`src/rtl/pipeline_hazard_controller.sv`:
```
// Stall/flush sequencer for the 5-stage pipeline: load-use bubbles, branch flushes,
// memory-wait freezes with a timeout watchdog, and saturating stall/flush counters.
module pipeline_hazard_controller #(
  parameter int unsigned REG_ADDR_W = 5,
  parameter int unsigned TIMEOUT    = 255,
  parameter int unsigned CNT_W      = 16
) (
  input  logic                  clk,
  input  logic                  rst,
  input  logic                  idex_memread,
  input  logic [REG_ADDR_W-1:0] idex_rd,
  input  logic [REG_ADDR_W-1:0] ifid_rs1,
  input  logic [REG_ADDR_W-1:0] ifid_rs2,
  input  logic                  ifid_uses_rs2,
  input  logic                  branch_taken,
  input  logic                  mem_busy,
  input  logic                  clr_cnt,
  output logic                  pc_load,
  output logic                  ifid_load,
  output logic                  idex_load,
  output logic                  exmem_load,
  output logic                  memwb_load,
  output logic                  ifid_flush,
  output logic                  idex_flush,
  output logic                  halted,
  output logic [CNT_W-1:0]      stall_cnt,
  output logic [CNT_W-1:0]      flush_cnt
);

  localparam int unsigned BW = (TIMEOUT > 0) ? $clog2(TIMEOUT + 1) : 1;

  typedef enum logic {RUN = 1'b0, ERROR = 1'b1} state_t;

  state_t        state;
  logic [BW-1:0] busy_ctr;
  logic          branch_pending;

  logic br_c;
  logic lu_c;
  logic stall_evt_c;
  logic flush_evt_c;
  logic timeout_c;

  assign br_c = branch_taken | branch_pending;
  assign lu_c = idex_memread && (idex_rd != '0) &&
                ((idex_rd == ifid_rs1) || (ifid_uses_rs2 && (idex_rd == ifid_rs2)));

  // Mealy load/flush decode, strict priority: error > freeze > branch > load-use
  always_comb begin
    pc_load    = 1'b0;
    ifid_load  = 1'b0;
    idex_load  = 1'b0;
    exmem_load = 1'b0;
    memwb_load = 1'b0;
    ifid_flush = 1'b0;
    idex_flush = 1'b0;
    if (rst && (state == RUN) && !mem_busy) begin
      idex_load  = 1'b1;
      exmem_load = 1'b1;
      memwb_load = 1'b1;
      if (br_c) begin
        pc_load    = 1'b1;
        ifid_load  = 1'b1;
        ifid_flush = 1'b1;
        idex_flush = 1'b1;
      end else if (lu_c) begin
        idex_flush = 1'b1;
      end else begin
        pc_load   = 1'b1;
        ifid_load = 1'b1;
      end
    end
  end

  assign stall_evt_c = (state == RUN) && !pc_load;
  assign flush_evt_c = (state == RUN) && !mem_busy && br_c;
  assign timeout_c   = (TIMEOUT != 0) && mem_busy && (busy_ctr == BW'(TIMEOUT - 1));

  // State, watchdog, pending branch and performance counters
  always_ff @(posedge clk or negedge rst) begin
    if (!rst) begin
      state          <= RUN;
      busy_ctr       <= '0;
      branch_pending <= 1'b0;
      halted         <= 1'b0;
      stall_cnt      <= '0;
      flush_cnt      <= '0;
    end else begin
      case (state)
        RUN: begin
          if (mem_busy) begin
            if (busy_ctr != BW'(TIMEOUT)) busy_ctr <= busy_ctr + BW'(1);
          end else begin
            busy_ctr <= '0;
          end
          branch_pending <= mem_busy & br_c;
          if (clr_cnt) begin
            stall_cnt <= '0;
            flush_cnt <= '0;
          end else begin
            if (stall_evt_c && (stall_cnt != '1)) stall_cnt <= stall_cnt + CNT_W'(1);
            if (flush_evt_c && (flush_cnt != '1)) flush_cnt <= flush_cnt + CNT_W'(1);
          end
          if (timeout_c) begin
            state  <= ERROR;
            halted <= 1'b1;
          end
        end
        default: begin
          state  <= ERROR;
          halted <= 1'b1;
        end
      endcase
    end
  end

endmodule

```
`config.mk`:
```
export PLATFORM = sky130hd
export DESIGN_NAME = pipeline_hazard_controller
export DESIGN_NICKNAME = d
export VERILOG_FILES = /design/src/rtl/pipeline_hazard_controller.sv
export SDC_FILE = /design/constraint.sdc
export NUM_CORES = 1
export LEC_CHECK = 0
export ABC_AREA = 1
export CORE_UTILIZATION = 40
export DETAILED_ROUTE_END_ITERATION = 10
export HOLD_SLACK_MARGIN = 0.06
export PLACE_DENSITY = 0.65
export SLEW_MARGIN = 20
export SYNTH_ARGS = -nofsm -noshare
export SYNTH_HDL_FRONTEND = slang
export SYNTH_SLANG_ARGS = --single-unit
```
`constraint.sdc`:
```
create_clock -name clk -period 1.9 [get_ports clk]
set_input_delay 0.475 -clock clk [delete_from_list [all_inputs] [get_ports clk]]
set_output_delay 0.475 -clock clk [all_outputs]
set_load 0.01 [all_outputs]
```
==> results.py, run 1 <==
metrics = {
    "routing": {
        "wl_met3_um": 244,
        "wl_met2_um": 3351,
        "drt_wl_total_um": 6910,
        "detailroute.via_count": 2771,
        "post-route-drc-count": 4,
        "route.antenna.remaining_nets": 0,
        "first_pass_iters": 8,
        "routedLengthMet1_um": 3222,
        "vias_per_cell": 5.002,
        "top_layer_used": "met4",
        "detail_route.iter0.violations": 131,
        "avgRoutedWirePerCell_um": 12.47,
    },
    "final_layout": {
        "drive_above_1_share": 0.1824,
        "num-fill-cells": 617,
        "design_area_um2": 3685,
        "mostFrequentLayoutCells": "118 x sky130_fd_sc_hd__nand2_1, 42 x sky130_fd_sc_hd__dfrtp_1, 41 x sky130_fd_sc_hd__inv_1",
        "antenna_cells": 0,
        "multi_input_comb_area_um2": 1501,
        "register_area_um2": 1077,
        "most_common_library_cell_in_the_layout_ignoring_fill_and_taps": "sky130_fd_sc_hd__nand2_1",
        "area.growth.synth_to_final_pct": 33.86,
        "postLayoutCoreUtil": 0.5673,
        "final_net_count": 503,
    },
    "place": {
        "place_area_um2": 3587,
        "port_buffers": 61,
        "detailed_placer_s_ending_hpwl_um": 5079,
        "place.gp.congestion": 0.8543,
        "place_worst_setup_slack_ns": -0.8118,
    },
    "synth": {
        "synth-seq-area-share": 0.3909,
        "syn_inst": 392,
        "yosys-top-cells-area": "sky130_fd_sc_hd__dfrtp_1 39%, sky130_fd_sc_hd__nand2_1 17%, sky130_fd_sc_hd__inv_1 6.5%, sky130_fd_sc_hd__nand3_1 6.0%, sky130_fd_sc_hd__nor2_1 5.6%",
        "synth_cell_type_count": 27,
        "ys_seq_elements": 43,
        "yosys_warnings": 0,
        "synth.net_count": 418,
        "netlist.top_cell.by_area": "sky130_fd_sc_hd__dfrtp_1",
        "synth_largest_type_area_fraction": 0.3909,
        "postSynthAreaPerCell_um2": 7.022,
        "synth_area_um2": 2753,
    },
    "power": {
        "vdd_ir_drop_max_uv": 268.4,
        "total_leakage_power_nw": 1.797,
        "powerDensity_nw_per_um2": 445.4,
    },
    "clock_network": {
        "h-tree-depth": 2,
        "tritoncts_buffers": 5,
        "holdBufCountCts": 0,
        "cts_tree": "yes",
        "worstSkewPairLatency_ns": 0.29,
        "cts-root-buf": "sky130_fd_sc_hd__clkbuf_8",
        "clock_tree.buffer_depth": 2,
        "clk_pin_slew_ns": 0.08,
        "cts_sinks": 43,
    },
    "critical_path": {
        "r2r_slack_ns": 0.16,
        "worstReg2RegEnd": "stall_cnt[3]$_DFFE_PN0P_",
        "critPathLaunchType": "primary input",
        "cp_data_arrival_time_ns": 1.40,
        "crit_path_max_fanout": 2,
        "timing.critical_path.to_type": "output port",
        "worstSetupStartpoint": "idex_memread",
        "reg2regPathDepth": 11,
        "setup.worst_path.class": "in -> out",
        "r2r_start": "stall_cnt[0]$_DFFE_PN0P_",
        "worst-endpoint-required_ns": 1.42,
    },
    "run_status": {
        "violated_checks": "design-rule violations",
        "run_status": "complete, but fails checks",
    },
    "timing": {
        "timing_worst_slew_pin_value_ns": 0.5688,
        "grt_setup_unrepaired": "true",
        "slew_violations": 0,
        "timing.final.crit_period_ns": 1.879,
        "min_period_over_period": 0.9888,
        "final.setup.tns_ns": 0,
        "final_setup_skew_ns": 0.005508,
        "final_count_of_negative_setup_slack_endpoints": 0,
        "hold_viol_final": 0,
        "slew-limit-headroom": 0.6208,
        "fmaxAchievable_mhz": 532.3,
        "setup_ws_ns": 0.02120,
    },
    "run": {
        "max_cap_violations": 0,
    },
    "global_route": {
        "number_of_global_route_vias_before_repair": 2567,
        "grt_start_max_net_pins": 44,
        "global_route_usage_over_all_layers": 0.1988,
        "overall_overflow_remaining_after_global_route": 0,
        "first_pass_grt_wire_length_um": 11600,
        "initial_antenna_violation_count": 0,
    },
    "floorplan": {
        "ios": 62,
        "die_y_um": 84.96,
        "core.rowCount": 29,
        "die_w_um": 84.96,
        "design.die.area_um2": 7217,
        "floorplan.core_area_um2": 6495,
        "floorplan.initialDensity": 0.4238,
    },
    "hold_path": {
        "hold_path.class": "in -> async",
    },
}
-- state kept, by name, indices dropped and copies added, names as in the netlist --
register        count
flush_cnt          16
stall_cnt          16
busy_ctr            8
branch_pending      1
halted              1
state               1
-- worst max path at each step --
stage          cells past startpoint          to
5_1_grt                            7  idex_flush
4_1_cts                            7  idex_flush
3_3_place_gp                      10  idex_flush
2_1_floorplan                      6     pc_load
3_5_place_dp                      10  idex_flush
6_report                           7     pc_load
-- area by class of cell --
| cell class | count | area share |
|---|---|---|
| multi-input combinational | 289 | 0.4075 |
| timing repair buffer | 90 | 0.2007 |
| sequential | 43 | 0.2924 |
| clock inverter | 1 | 0.001358 |
| clock buffer | 6 | 0.02241 |
| tap | 77 | 0.02615 |
| inverter | 48 | 0.04958 |
-- cells in the mapped netlist --
| library cell | n |
|---|---|
| sky130_fd_sc_hd__or2_2 | 2 |
| sky130_fd_sc_hd__xor2_1 | 11 |
| sky130_fd_sc_hd__buf_2 | 3 |
| sky130_fd_sc_hd__nor3_2 | 1 |
| sky130_fd_sc_hd__inv_1 | 48 |
| sky130_fd_sc_hd__nand2_4 | 2 |
| sky130_fd_sc_hd__nand3_2 | 3 |
| sky130_fd_sc_hd__buf_1 | 1 |
| sky130_fd_sc_hd__nor3b_1 | 2 |
| sky130_fd_sc_hd__o21ai_0 | 17 |
| sky130_fd_sc_hd__nand2_1 | 122 |
| sky130_fd_sc_hd__o31ai_1 | 10 |
| sky130_fd_sc_hd__ha_1 | 4 |
| sky130_fd_sc_hd__dfrtp_1 | 43 |
| sky130_fd_sc_hd__nand4_1 | 5 |
| sky130_fd_sc_hd__nand3_1 | 33 |
| sky130_fd_sc_hd__nor2_4 | 2 |
| sky130_fd_sc_hd__nor3_1 | 6 |
| sky130_fd_sc_hd__nor2_2 | 1 |
| sky130_fd_sc_hd__nor2_1 | 41 |
| sky130_fd_sc_hd__a31oi_1 | 2 |
| sky130_fd_sc_hd__buf_6 | 1 |
| sky130_fd_sc_hd__a21oi_1 | 17 |
| sky130_fd_sc_hd__clkbuf_1 | 4 |
| sky130_fd_sc_hd__xnor2_1 | 7 |
| sky130_fd_sc_hd__nor4_1 | 1 |
| sky130_fd_sc_hd__buf_4 | 3 |
-- layer usage --
layer	vias up	track usage
met1	1286	0.2543
met5	-	0
met3	9	0.03307
met4	0	0.04314
met2	55	0.3526
li1	1421	-
-- logic make-up after synthesis --
family | count (synthesis) | synth area share
compound gates | 46 | 0.09363
xor+xnor | 18 | 0.05727
fa+ha+maj | 4 | 0.01818
flops | 43 | 0.3909
buf+inv | 60 | 0.08999
simple gates | 221 | 0.3500
-- per-stage QoR --
step	cells	power [mW]	hold slack, ns
after floorplan	392	0.9928	0.1794
after global placement	543	1.078	0.4475
after detailed placement	543	1.082	0.4574
after CTS	553	1.672	0.3052
after global routing	554	1.717	0.3317
final	554	1.641	0.2810
-- timing repair --
item | in CTS | in global routing
buffers inserted | 3 | 1
pin swaps | 20 | 20
endpoints found under the setup margin | 23 | 23
gates resized for setup | 79 | 31
gates cloned | 0 | 0
-- power breakdown --
group / internal, mW / switching, mW
registers: 0.920 / 0.00429
clock network: 0.286 / 0.307
logic: 0.0481 / 0.0762
total: 1.25 / 0.388
-- worst max-delay path: stages --
cell and delay (ns):
sky130_fd_sc_hd__clkdlybuf4s50_1 0.46, sky130_fd_sc_hd__o21ai_1 0.06, sky130_fd_sc_hd__inv_1 0.07, sky130_fd_sc_hd__nand2_2 0.08
sky130_fd_sc_hd__nand2_4 0.08, sky130_fd_sc_hd__nand2_4 0.06, sky130_fd_sc_hd__buf_6 0.12
Power figures use the tool's default switching activity.
==> run 2, diff against run 1 <==
Settings changed: CAP_MARGIN from default to 20.
==> results of run 2 <==
Final layout, timing and power as in run 1 (identical DEF).
==> run 3, diff against run 2 <==
Settings changed: PLACE_DENSITY 0.65 to 0.66.
==> results.py, run 3 (same netlist as run 1, synthesis figures left out) <==
metrics = {
    "critical_path": {
        "setup.worst_path.class": "reg -> out",
        "reg2regPathDepth": 11,
        "worstSetupStartpoint": "stall_cnt[0]$_DFFE_PN0P_",
        "critPathLaunchType": "flip-flop",
        "worst-endpoint-required_ns": 1.42,
        "cp_data_arrival_time_ns": 1.40,
        "timing.critical_path.to_type": "output port",
        "r2r_slack_ns": 0.06,
        "critical_path.endpoint": "stall_cnt[0]",
        "worstReg2RegEnd": "stall_cnt[9]$_DFFE_PN0P_",
        "crit_path_max_fanout": 4,
        "r2r_start": "stall_cnt[0]$_DFFE_PN0P_",
    },
    "global_route": {
        "initial_antenna_violation_count": 0,
        "global_route_usage_over_all_layers": 0.2017,
        "overall_overflow_remaining_after_global_route": 0,
        "first_pass_grt_wire_length_um": 11720,
        "grt_start_max_net_pins": 44,
        "number_of_global_route_vias_before_repair": 2619,
    },
    "clock_network": {
        "cts-root-buf": "sky130_fd_sc_hd__clkbuf_8",
        "worstSkewPairLatency_ns": 0.30,
        "cts_sinks": 43,
        "clock_tree.buffer_depth": 2,
        "clk_pin_slew_ns": 0.09,
        "tritoncts_buffers": 5,
        "cts_tree": "yes",
        "holdBufCountCts": 0,
        "h-tree-depth": 2,
    },
    "timing": {
        "final_count_of_negative_setup_slack_endpoints": 0,
        "slew-limit-headroom": 0.6317,
        "timing.final.crit_period_ns": 1.875,
        "hold_viol_final": 0,
        "final_layout_worst_hold_slack_ns": 0.2581,
        "final_setup_skew_ns": 0.01230,
        "final.setup.tns_ns": 0,
        "timing_worst_slew_pin_value_ns": 0.5525,
        "slew_violations": 0,
        "min_period_over_period": 0.9870,
        "fmaxAchievable_mhz": 533.3,
    },
    "floorplan": {
        "ios": 62,
        "core.rowCount": 29,
        "die_w_um": 84.96,
        "floorplan.core_area_um2": 6495,
        "floorplan.initialDensity": 0.4238,
        "die_y_um": 84.96,
        "design.die.area_um2": 7217,
    },
    "final_layout": {
        "top_registers": "flush_cnt (16), stall_cnt (16), busy_ctr (8)",
        "area.growth.synth_to_final_pct": 39.32,
        "mostFrequentLayoutCells": "119 x sky130_fd_sc_hd__nand2_1, 42 x sky130_fd_sc_hd__dfrtp_1, 41 x sky130_fd_sc_hd__inv_1",
        "drive_above_1_share": 0.2070,
        "final_net_count": 508,
        "most_common_library_cell_in_the_layout_ignoring_fill_and_taps": "sky130_fd_sc_hd__nand2_1",
        "antenna_cells": 0,
    },
    "run": {
        "max_cap_violations": 0,
    },
    "place": {
        "port_buffers": 61,
        "place.gp.congestion": 0.8557,
        "detailed_placer_s_ending_hpwl_um": 5105,
    },
    "power": {
        "vdd_ir_drop_max_uv": 320.9,
        "total_leakage_power_nw": 1.851,
        "powerDensity_nw_per_um2": 446.0,
    },
    "routing": {
        "vias_per_cell": 5.023,
        "post-route-drc-count": 4,
        "route.antenna.remaining_nets": 0,
        "detail_route.iter0.violations": 140,
        "detailroute.via_count": 2813,
        "avgRoutedWirePerCell_um": 12.81,
        "drt_wl_total_um": 7173,
        "first_pass_iters": 7,
    },
    "hold_path": {
        "hold_path.class": "in -> async",
    },
    "run_status": {
        "violated_checks": "design-rule violations",
        "run_status": "complete, but fails checks",
    },
}
## run 3: worst min-delay path by stage
| stage | from | cells after the start | endpoint | slack (ns) |
|---|---|---|---|---|
| 6_report | rst | 2 | busy_ctr[7]$_DFFE_PN0P_ | 0.26 |
| 5_1_grt | rst | 2 | busy_ctr[5]$_DFFE_PN0P_ | 0.33 |
| 4_1_cts | rst | 2 | busy_ctr[5]$_DFFE_PN0P_ | 0.29 |
| 3_5_place_dp | busy_ctr[3]$_DFFE_PN0P_ | 1 | busy_ctr[3]$_DFFE_PN0P_ | 0.46 |
| 3_3_place_gp | halted$_DFFE_PN0P_ | 1 | halted$_DFFE_PN0P_ | 0.45 |
| 2_1_floorplan | rst | 0 | branch_pending$_DFFE_PN0N_ | 0.18 |
## run 3: what timing repair did
| action | 4_1_cts | 5_1_grt |
|---|---|---|
| pin swaps | 23 | 26 |
| setup endpoints to repair | 24 | 23 |
| gates resized for setup | 76 | 41 |
| cloned | 0 | 1 |
| setup buffers | 4 | 4 |
## run 3: critical path, stage by stage, from the launching register on
cell	delay (ns)
sky130_fd_sc_hd__dfrtp_1	0.42
sky130_fd_sc_hd__buf_4	0.16
sky130_fd_sc_hd__clkdlybuf4s50_1	0.53
## run 3: layout make-up
type                       count  area, µm²
clock buffer                   7      96.34
clock inverter                 1      7.507
fill                         604       2660
inverter                      48      180.2
multi-input combinational    289       1545
sequential                    43       1077
tap                           77      96.34
timing repair buffer          95      832.0
## run 3: where the power goes
part / internal (mW) / switching [mW]
Sequential: 0.920 / 0.00435
Clock: 0.331 / 0.332
Combinational: 0.0487 / 0.0746
Total: 1.30 / 0.411
## run 3: layer usage
metal  global-route usage  routed length, µm  vias up
met5                    0                  0        -
met4              0.06163                 94        0
met3              0.02821                293        9
met2               0.3504               3550       72
met1               0.2605               3234     1303
li1                     -                  -     1429
## run 3: stage by stage
step	utilization	std cells	cell area (µm²)	worst slack [ns]	power, mW
5_1_grt	0.5904	560	3835	-0.04249	1.785
6_report	0.5904	560	3835	0.02476	1.710
4_1_cts	0.5733	555	3724	0.001611	1.734
2_1_floorplan	-	392	2753	0.04564	0.9928
3_3_place_gp	0.5542	543	3600	-0.7306	1.076
3_5_place_dp	0.5542	543	3600	-0.7433	1.079
